File: src/rtl/display_pkg.sv
// Shared types and constants for the calculator result display.
package display_pkg;

   // Serial binary-to-BCD converter states.
   typedef enum logic [1:0] {
      IDLE  = 2'd0,
      SHIFT = 2'd1,
      LOAD  = 2'd2
   } conv_state_e;

   localparam int NUM_DIGITS = 4;
   localparam int BIN_BITS   = 9;
   localparam int BCD_BITS   = 12;

   // Active-low cathode patterns, bit order g..a.
   localparam logic [6:0] SEG_0     = 7'b1000000;
   localparam logic [6:0] SEG_1     = 7'b1111001;
   localparam logic [6:0] SEG_2     = 7'b0100100;
   localparam logic [6:0] SEG_3     = 7'b0110000;
   localparam logic [6:0] SEG_4     = 7'b0011001;
   localparam logic [6:0] SEG_5     = 7'b0010010;
   localparam logic [6:0] SEG_6     = 7'b0000010;
   localparam logic [6:0] SEG_7     = 7'b1111000;
   localparam logic [6:0] SEG_8     = 7'b0000000;
   localparam logic [6:0] SEG_9     = 7'b0010000;
   localparam logic [6:0] SEG_BLANK = 7'b1111111;

   // Decode one BCD digit; non-decimal codes show nothing.
   function automatic logic [6:0] seg_pattern(input logic [3:0] digit);
      logic [6:0] pat;
      case (digit)
         4'd0:    pat = SEG_0;
         4'd1:    pat = SEG_1;
         4'd2:    pat = SEG_2;
         4'd3:    pat = SEG_3;
         4'd4:    pat = SEG_4;
         4'd5:    pat = SEG_5;
         4'd6:    pat = SEG_6;
         4'd7:    pat = SEG_7;
         4'd8:    pat = SEG_8;
         4'd9:    pat = SEG_9;
         default: pat = SEG_BLANK;
      endcase
      return pat;
   endfunction

endpackage

File: src/rtl/bin2bcd_serial.sv
// Sequential double-dabble converter: 9-bit binary to three BCD digits,
// one iteration per clock, result valid while done_o is high.
module bin2bcd_serial
   import display_pkg::*;
(
   input  logic                clk,
   input  logic                reset,
   input  logic                start_i,
   input  logic [BIN_BITS-1:0] bin_i,
   output logic                busy_o,
   output logic                done_o,
   output logic [BCD_BITS-1:0] bcd_o
);

   localparam logic [3:0] LAST_ITER = 4'(BIN_BITS - 1);

   conv_state_e         state_q, state_d;
   logic [BIN_BITS-1:0] sample_q, sample_d;
   logic [BCD_BITS-1:0] bcd_q, bcd_d, bcd_adj;
   logic [3:0]          count_q, count_d;

   // State, shift register and iteration count.
   // NOTE: async reset appears in the sensitivity list; state uses <= only.
   always_ff @(posedge clk or posedge reset) begin
      if (reset) begin
         state_q  <= IDLE;
         sample_q <= '0;
         bcd_q    <= '0;
         count_q  <= '0;
      end else begin
         state_q  <= state_d;
         sample_q <= sample_d;
         bcd_q    <= bcd_d;
         count_q  <= count_d;
      end
   end

   // Add-3 correction of every BCD nibble that would overflow on the shift.
   always_comb begin
      bcd_adj = bcd_q;
      for (int i = 0; i < BCD_BITS / 4; i++) begin
         if (bcd_q[4*i +: 4] >= 4'd5) bcd_adj[4*i +: 4] = bcd_q[4*i +: 4] + 4'd3;
      end
   end

   // Next-state logic: capture on start, nine shift iterations, one load cycle.
   // NOTE: every variable gets a default first so no latch is inferred.
   always_comb begin
      state_d  = state_q;
      sample_d = sample_q;
      bcd_d    = bcd_q;
      count_d  = count_q;
      case (state_q)
         IDLE: begin
            if (start_i) begin
               sample_d = bin_i;
               bcd_d    = '0;
               count_d  = '0;
               state_d  = SHIFT;
            end
         end
         SHIFT: begin
            {bcd_d, sample_d} = {bcd_adj, sample_q} << 1;
            count_d           = count_q + 4'd1;
            if (count_q == LAST_ITER) state_d = LOAD;
         end
         LOAD:    state_d = IDLE;
         default: state_d = IDLE;
      endcase
   end

   assign busy_o = (state_q != IDLE);
   assign done_o = (state_q == LOAD);
   assign bcd_o  = bcd_q;

endmodule

File: src/rtl/result_display.sv
// Shows the calculator result in decimal on a 4-digit multiplexed
// seven-segment display, with leading-zero blanking and slot 3 always off.
module result_display
   import display_pkg::*;
#(
   parameter int REFRESH_BITS = 20
) (
   input  logic                  clk,
   input  logic                  reset,
   input  logic [BIN_BITS-1:0]   result,
   output logic [6:0]            seg,
   output logic                  dp,
   output logic [NUM_DIGITS-1:0] an,
   output logic                  busy
);

   logic [BIN_BITS-1:0]     captured_q, captured_d;
   logic [3:0]              ones_q, ones_d, tens_q, tens_d, hund_q, hund_d;
   logic [REFRESH_BITS-1:0] refresh_q, refresh_d;
   logic [6:0]              seg_q, seg_d;
   logic [NUM_DIGITS-1:0]   an_q, an_d;
   logic                    conv_busy, conv_done, conv_start;
   logic [BCD_BITS-1:0]     conv_bcd;
   logic [1:0]              slot;

   // A new conversion starts only while the converter is idle; changes seen
   // during a conversion are picked up by the compare once it returns.
   assign conv_start = !conv_busy && (result != captured_q);

   bin2bcd_serial u_bin2bcd (
      .clk     (clk),
      .reset   (reset),
      .start_i (conv_start),
      .bin_i   (result),
      .busy_o  (conv_busy),
      .done_o  (conv_done),
      .bcd_o   (conv_bcd)
   );

   // Change detect, digit latching and free-running refresh counter.
   always_comb begin
      captured_d = conv_start ? result : captured_q;
      ones_d     = conv_done ? conv_bcd[3:0]  : ones_q;
      tens_d     = conv_done ? conv_bcd[7:4]  : tens_q;
      hund_d     = conv_done ? conv_bcd[11:8] : hund_q;
      refresh_d  = refresh_q + 1'b1;
   end

   // Pattern for the current slot; hundreds and tens blank as leading zeros.
   always_comb begin
      slot  = refresh_q[REFRESH_BITS-1 -: 2];
      an_d  = '1;
      seg_d = SEG_BLANK;
      case (slot)
         2'd0: begin
            an_d  = ~(NUM_DIGITS'(1) << slot);
            seg_d = seg_pattern(ones_q);
         end
         2'd1: begin
            if ((hund_q != 4'd0) || (tens_q != 4'd0)) begin
               an_d  = ~(NUM_DIGITS'(1) << slot);
               seg_d = seg_pattern(tens_q);
            end
         end
         2'd2: begin
            if (hund_q != 4'd0) begin
               an_d  = ~(NUM_DIGITS'(1) << slot);
               seg_d = seg_pattern(hund_q);
            end
         end
         default: begin
            an_d  = '1;
            seg_d = SEG_BLANK;
         end
      endcase
   end

   // Registered display state so anode/cathode changes are glitch-free.
   always_ff @(posedge clk or posedge reset) begin
      if (reset) begin
         captured_q <= '0;
         ones_q     <= '0;
         tens_q     <= '0;
         hund_q     <= '0;
         refresh_q  <= '0;
         seg_q      <= SEG_0;
         an_q       <= 4'b1110;
      end else begin
         captured_q <= captured_d;
         ones_q     <= ones_d;
         tens_q     <= tens_d;
         hund_q     <= hund_d;
         refresh_q  <= refresh_d;
         seg_q      <= seg_d;
         an_q       <= an_d;
      end
   end

   assign seg  = seg_q;
   assign an   = an_q;
   assign dp   = 1'b1;
   assign busy = conv_busy;

endmodule
File: config.mk
export PLATFORM = sky130hd
export DESIGN_NAME = result_display
export DESIGN_NICKNAME = d
export VERILOG_FILES = /design/src/rtl/display_pkg.sv /design/src/rtl/bin2bcd_serial.sv /design/src/rtl/result_display.sv
export SDC_FILE = /design/constraint.sdc
export NUM_CORES = 1
export LEC_CHECK = 0
export ABC_AREA = 1
export CELL_PAD_IN_SITES_DETAIL_PLACEMENT = 1
export CELL_PAD_IN_SITES_GLOBAL_PLACEMENT = 2
export CORE_ASPECT_RATIO = 2
export CORE_MARGIN = 2
export CORE_UTILIZATION = 30
export DETAILED_ROUTE_END_ITERATION = 10
export HOLD_SLACK_MARGIN = 0.15
export PLACE_DENSITY = 0.64
export SLEW_MARGIN = 20
export SYNTH_ARGS = -nofsm -noshare
export SYNTH_HDL_FRONTEND = slang
export SYNTH_SLANG_ARGS = --single-unit
File: constraint.sdc
create_clock -name clk -period 3.1 [get_ports clk]
set_input_delay 0.775 -clock clk [delete_from_list [all_inputs] [get_ports clk]]
set_output_delay 0.775 -clock clk [all_outputs]
set_load 0.1 [all_outputs]
==> run_results.csv, run 1 <==
group,metric,value,unit
synth,synth_edf_count,0,
critical_path,arrival,1.49,ns
min_path,hp-class,"reg -> reg",
job,drv_cap,0,
outcome,status,"completed",
synth,synth_cell_types,32,
detailed_routing,avgRoutedWirePerCell,13.9,um
final_layout,utilization,0.356,
timing,rsz0062_at_grt,"no",
floorplan,ios,24,
synth,synth_top_area_share,0.439,
detailed_routing,wirelength,10.4,mm
synth,synth-seq-cells,79,
final_layout,antenna_cells,0,
timing,slew_headroom,0.563,
synth,syn_inst,527,
global_route,antenna_found_initial,0,
critical_path,critPathLaunchType,"register",
timing,min_period,2.27,ns
clock_tree,post_cts_buffers,0,
clock_tree,postCtsHoldBufs,0,
critical_path,crit_fanout,5,
floorplan,core,13900,um^2
place,port_buffers,22,
synth,syn-cell-area,4270,um^2
synth,yosysSeqAreaShare,0.464,
timing,hold_viol,0,
min_path,holdPathEnd,"refresh_q[17]",
critical_path,crit_type,"reg -> out",
power,total_power,4.83,mW
final_layout,syn_to_final_growth,15.7,%
floorplan,die_y,173,um
timing,period_share,0.731,
clock_tree,cts_buffers,9,
min_path,holdCritStartpoint,"refresh_q[17]",
clock_tree,h-tree-depth,3,
critical_path,required,2.32,ns
clock_tree,cts_resized,0,
timing,max_freq,441,MHz
critical_path,r2r_slack,1.23,ns
clock_tree,path_clk_slew,0.06,ns
global_route,grt_pass1_vias,3609,
critical_path,rr_worst_depth,10,
clock_tree,clkSinkCount,79,
synth,synthFlopType,"dfrtp_1",
final_layout,drive_above_1_share,0.0914,
timing,tightest_slew,0.653,ns
timing,slew_viol_final,0,
global_route,grt_pass1_wl,17.7,mm
global_route,grt_max_degree,38,
synth,synth_area_leaders,"dfrtp_1, nand2_1, ha_1, o21ai_0, nand3_1",
critical_path,r2r-end,"seg[6]",
global_route,overflow,0,
global_route,grt_use_total,0.148,
detailed_routing,drt_pass1_iterations,4,
clock_tree,cts-root-buf,"clkbuf_16",
clock_tree,clockBufferDepth,2,
detailed_routing,route.vias.total,3411,
timing,timing.hold.ws,0.491,ns
floorplan,rows,61,
clock_tree,clk_latency,0.34,ns
timing,skew,0.00540,ns
floorplan,die_area,15300,um^2
power,p_leak,2.48,nW
synth,yosysTopAreaCell,"dfrtp_1",
detailed_routing,drt_iter0_markers,118,
critical_path,end_kind,"output pin",
detailed_routing,ant_nets,0,
place,gp_congestion,0.799,
critical_path,r2r_start,"hund_q[1]",
synth,syn_avg_cell_area,8.10,um^2
synth,yosysWarnings,0,
detailed_routing,drc,0,
power,p_per_area,976,nW/um^2
synth,ys_async_sr_fraction,1.00,
timing,setup_viol,0,
final_layout,final_common_cell,"nand2_1",
detailed_routing,viasPerCell,4.57,
min_path,holdPathStages,1,
floorplan,die_w,88.4,um
final_layout,layout_common_cells,"nand2_1, dfrtp_1, inv_1",
timing,fin_tns_setup,0,ns
power,ir_worst_vdd,0.388,mV
place,hpwl,7.91,mm
clock_tree,cts_tree,"yes",
floorplan,initial_utilization,0.307,
final_layout,fin_nets,589,
[worst max-delay path: stages (launching register included)]
cell and delay, ns:
dfrtp_1 0.40, nor2_1 0.43, inv_1 0.08, buf_4 0.25
[synth_stat cells, drive strengths merged (6+ instances only)]
library cell  count
nand2           146
dfrtp            75
inv              63
o21ai            56
nand3            48
nor2             30
ha               25
a21oi            18
xor2             13
buf               9
nand4             9
xnor2             8
nor3              6
or2               6
[sequential cells by signal, summed over array words and instances (netlist names)]
| name | count |
|---|---|
| captured_q | 9 |
| an | 4 |
| seg | 7 |
| u_bin2bcd.sample_q | 9 |
| tens_q | 4 |
| refresh_q | 20 |
| hund_q | 4 |
| u_bin2bcd.state_q | 2 |
| ones_q | 4 |
| u_bin2bcd.bcd_o | 12 |
| u_bin2bcd.count_q | 4 |
[cell type report]
cell class / count / area [um^2]
Sequential cell: 79 / 1980
Clock inverter: 5 / 33.8
Tap cell: 189 / 236
Clock buffer: 11 / 243
Inverter: 63 / 238
Fill cell: 1711 / 8950
Multi-Input combinational cell: 373 / 1970
Timing Repair Buffer: 27 / 240
[power by group]
group	switching, mW	internal (mW)	total (mW)
logic	1.50	0.681	2.18
registers	0.278	1.37	1.65
clock network	0.433	0.563	0.996
total	2.21	2.62	4.83
[how the worst max path moves through the flow]
stage | to | slack, ns | start | depth (start not counted)
final | busy | 0.83 | u_bin2bcd.state_q[1] | 3
after global routing | u_bin2bcd.bcd_o[6] | 0.67 | result[6] | 12
after CTS | u_bin2bcd.bcd_o[6] | 0.79 | result[6] | 12
after detailed placement | u_bin2bcd.bcd_o[6] | 0.44 | result[6] | 12
after global placement | u_bin2bcd.sample_q[3] | 0.47 | result[8] | 12
after floorplan | an[0] | 0.31 | reset | 1
[routing by layer]
| metal | part of all wire | vias up | wire [um] | GRT usage |
|---|---|---|---|---|
| met5 | 0 | - | 0 | 0 |
| met4 | 0.025 | 0 | 261 | 0.0593 |
| met3 | 0.021 | 13 | 216 | 0.0248 |
| met2 | 0.57 | 37 | 5880 | 0.282 |
| met1 | 0.39 | 1625 | 4040 | 0.153 |
| li1 | - | 1736 | - | - |
[kinds of logic after synthesis]
kind of cell             Yosys count  synth area share
AND/OR/NAND/NOR                  246             0.248
AO/OA/AOI/OAI                     79            0.0952
flip-flops                        79             0.464
buffers and inverters             76            0.0756
adder cells (fa/ha/maj)           25            0.0732
XOR/XNOR                          21            0.0431
other                              1          0.000878
[stage by stage]
step | instance area [um^2] | std cells | setup slack [ns]
after floorplan | 4270 | 528 | 0.308
after global placement | 4670 | 731 | 0.466
after detailed placement | 4670 | 731 | 0.444
after CTS | 4940 | 747 | 0.788
after global routing | 4940 | 747 | 0.672
final | 4940 | 747 | 0.835
No activity file was read; power rests on OpenSTA's default activity.
==> inputs of run 2 (changes only) <==
==> constraint.sdc (replaced) <==
create_clock -name clk -period 2.25 [get_ports clk]
set_input_delay 0.5625 -clock clk [delete_from_list [all_inputs] [get_ports clk]]
set_output_delay 0.5625 -clock clk [all_outputs]
set_load 0.1 [all_outputs]
==> run_results.csv, run 2 (same netlist as run 1, synthesis figures left out) <==
group,metric,value,unit
outcome,status,"completed",
final_layout,multi_input_area,1970,um^2
power,p_per_area,1360,nW/um^2
timing,slew_viol_final,0,
min_path,hp-class,"in -> async",
final_layout,syn_to_final_growth,18.0,%
clock_tree,cts-root-buf,"clkbuf_16",
floorplan,ios,24,
clock_tree,cts_resized,0,
timing,max_freq,552,MHz
final_layout,num-fill-cells,1676,
final_layout,seq_area,1980,um^2
timing,min_period,1.81,ns
final_layout,layout_common_cells,"nand2_1, dfrtp_1, inv_1",
detailed_routing,avgRoutedWirePerCell,14.1,um
detailed_routing,drc,0,
timing,period_share,0.806,
global_route,grt_use_total,0.154,
critical_path,end_kind,"register",
place,hpwl,8.00,mm
clock_tree,clk_latency,0.34,ns
clock_tree,clkSinkCount,79,
clock_tree,cts_buffers,9,
detailed_routing,wirelength,10.6,mm
floorplan,core,13900,um^2
clock_tree,path_clk_slew,0.06,ns
global_route,grt_pass1_wl,18.5,mm
timing,setup_viol,0,
critical_path,arrival,2.04,ns
power,p_leak,2.53,nW
critical_path,required,2.48,ns
global_route,overflow,0,
final_layout,drive_above_1_share,0.0995,
final_layout,final_common_cell,"nand2_1",
final_layout,top_register,"refresh_q",
timing,worst_slack,0.437,ns
detailed_routing,viasPerCell,4.62,
clock_tree,post_cts_buffers,0,
place,gp_congestion,0.841,
critical_path,critPathLaunchType,"primary input",
timing,rsz0062_at_grt,"no",
timing,tightest_slew,0.668,ns
job,drv_cap,0,
global_route,grt_max_degree,43,
global_route,antenna_found_initial,0,
power,total_power,6.84,mW
clock_tree,postCtsHoldBufs,0,
clock_tree,clockBufferDepth,2,
timing,fin_tns_setup,0,ns
final_layout,fin_nets,594,
floorplan,rows,61,
final_layout,antenna_cells,0,
clock_tree,h-tree-depth,3,
detailed_routing,ant_nets,0,
timing,timing.hold.ws,0.489,ns
place,port_buffers,22,
floorplan,initial_utilization,0.307,
detailed_routing,route.vias.total,3477,
detailed_routing,drt_pass1_iterations,4,
critical_path,crit_type,"in -> reg",
final_layout,fin_cells,752,
floorplan,die_w,88.4,um
timing,hold_viol,0,
power,ir_worst_vdd,0.472,mV
critical_path,crit_fanout,8,
timing,slew_headroom,0.554,
timing,skew,0.0108,ns
floorplan,die_area,15300,um^2
detailed_routing,drt_iter0_markers,83,
final_layout,largest_register_ffs,20,
place,post-place-ws,0.0205,ns
clock_tree,cts_tree,"yes",
global_route,grt_pass1_vias,3798,
floorplan,die_y,173,um
place,place_inst,736,
-- run 2: critical path, cell delays in order --
cell,delay [ns]
clkdlybuf4s50_1,0.48
inv_1,0.07
nand2_1,0.06
nand2_1,0.06
nor2_1,0.10
nand2_1,0.07
nor2_1,0.15
nand2_2,0.10
nand2_4,0.11
nand2_2,0.13
nand2_1,0.11
nand2_1,0.05
-- run 2: per-layer routing --
| metal | wire length (um) | global-route usage | share of wire | vias up |
|---|---|---|---|---|
| met5 | 0 | 0 | 0 | - |
| met4 | 321 | 0.0663 | 0.030 | 0 |
| met3 | 198 | 0.0229 | 0.019 | 19 |
| met2 | 6130 | 0.294 | 0.58 | 37 |
| met1 | 3920 | 0.156 | 0.37 | 1679 |
| li1 | - | - | - | 1742 |
-- run 2: metrics by stage --
step           cell area [um^2]  utilization
2_1_floorplan              4280            -
3_3_place_gp               4740        0.341
3_5_place_dp               4740        0.341
4_1_cts                    5040        0.363
5_1_grt                    5040        0.363
6_report                   5040        0.363
-- run 2: cell type report --
cell class | instances | share of cell area
inverter | 63 | 0.0477
tap | 189 | 0.0469
clock inverter | 6 | 0.0134
timing repair buffer | 32 | 0.0626
clock buffer | 10 | 0.0454
sequential | 79 | 0.393
multi-input combinational | 373 | 0.391
-- run 2: path summary, 6_finish.rpt --
check / slack [ns] / endpoint / from / cells past startpoint
min in group clk: 0.50 / u_bin2bcd.sample_q[0] / u_bin2bcd.sample_q[0] / 2
hold / removal: 0.49 / u_bin2bcd.sample_q[0] / reset / 2
hold reg to reg: 0.50 / u_bin2bcd.sample_q[0] / u_bin2bcd.sample_q[0] / 2
setup / recovery: 0.44 / u_bin2bcd.sample_q[3] / result[8] / 12
max in group asynchronous: 1.22 / an[3] / reset / 3
setup reg to reg: 0.45 / seg[6] / hund_q[1] / 10
-- run 2: report_power, final --
| group | leakage [nW] | total [mW] | switching [mW] | internal [mW] |
|---|---|---|---|---|
| registers | 0.989 | 2.28 | 0.385 | 1.89 |
| clock network | 0.139 | 1.49 | 0.620 | 0.866 |
| logic | 1.40 | 3.08 | 2.07 | 1.01 |
| total | 2.53 | 6.84 | 3.07 | 3.77 |
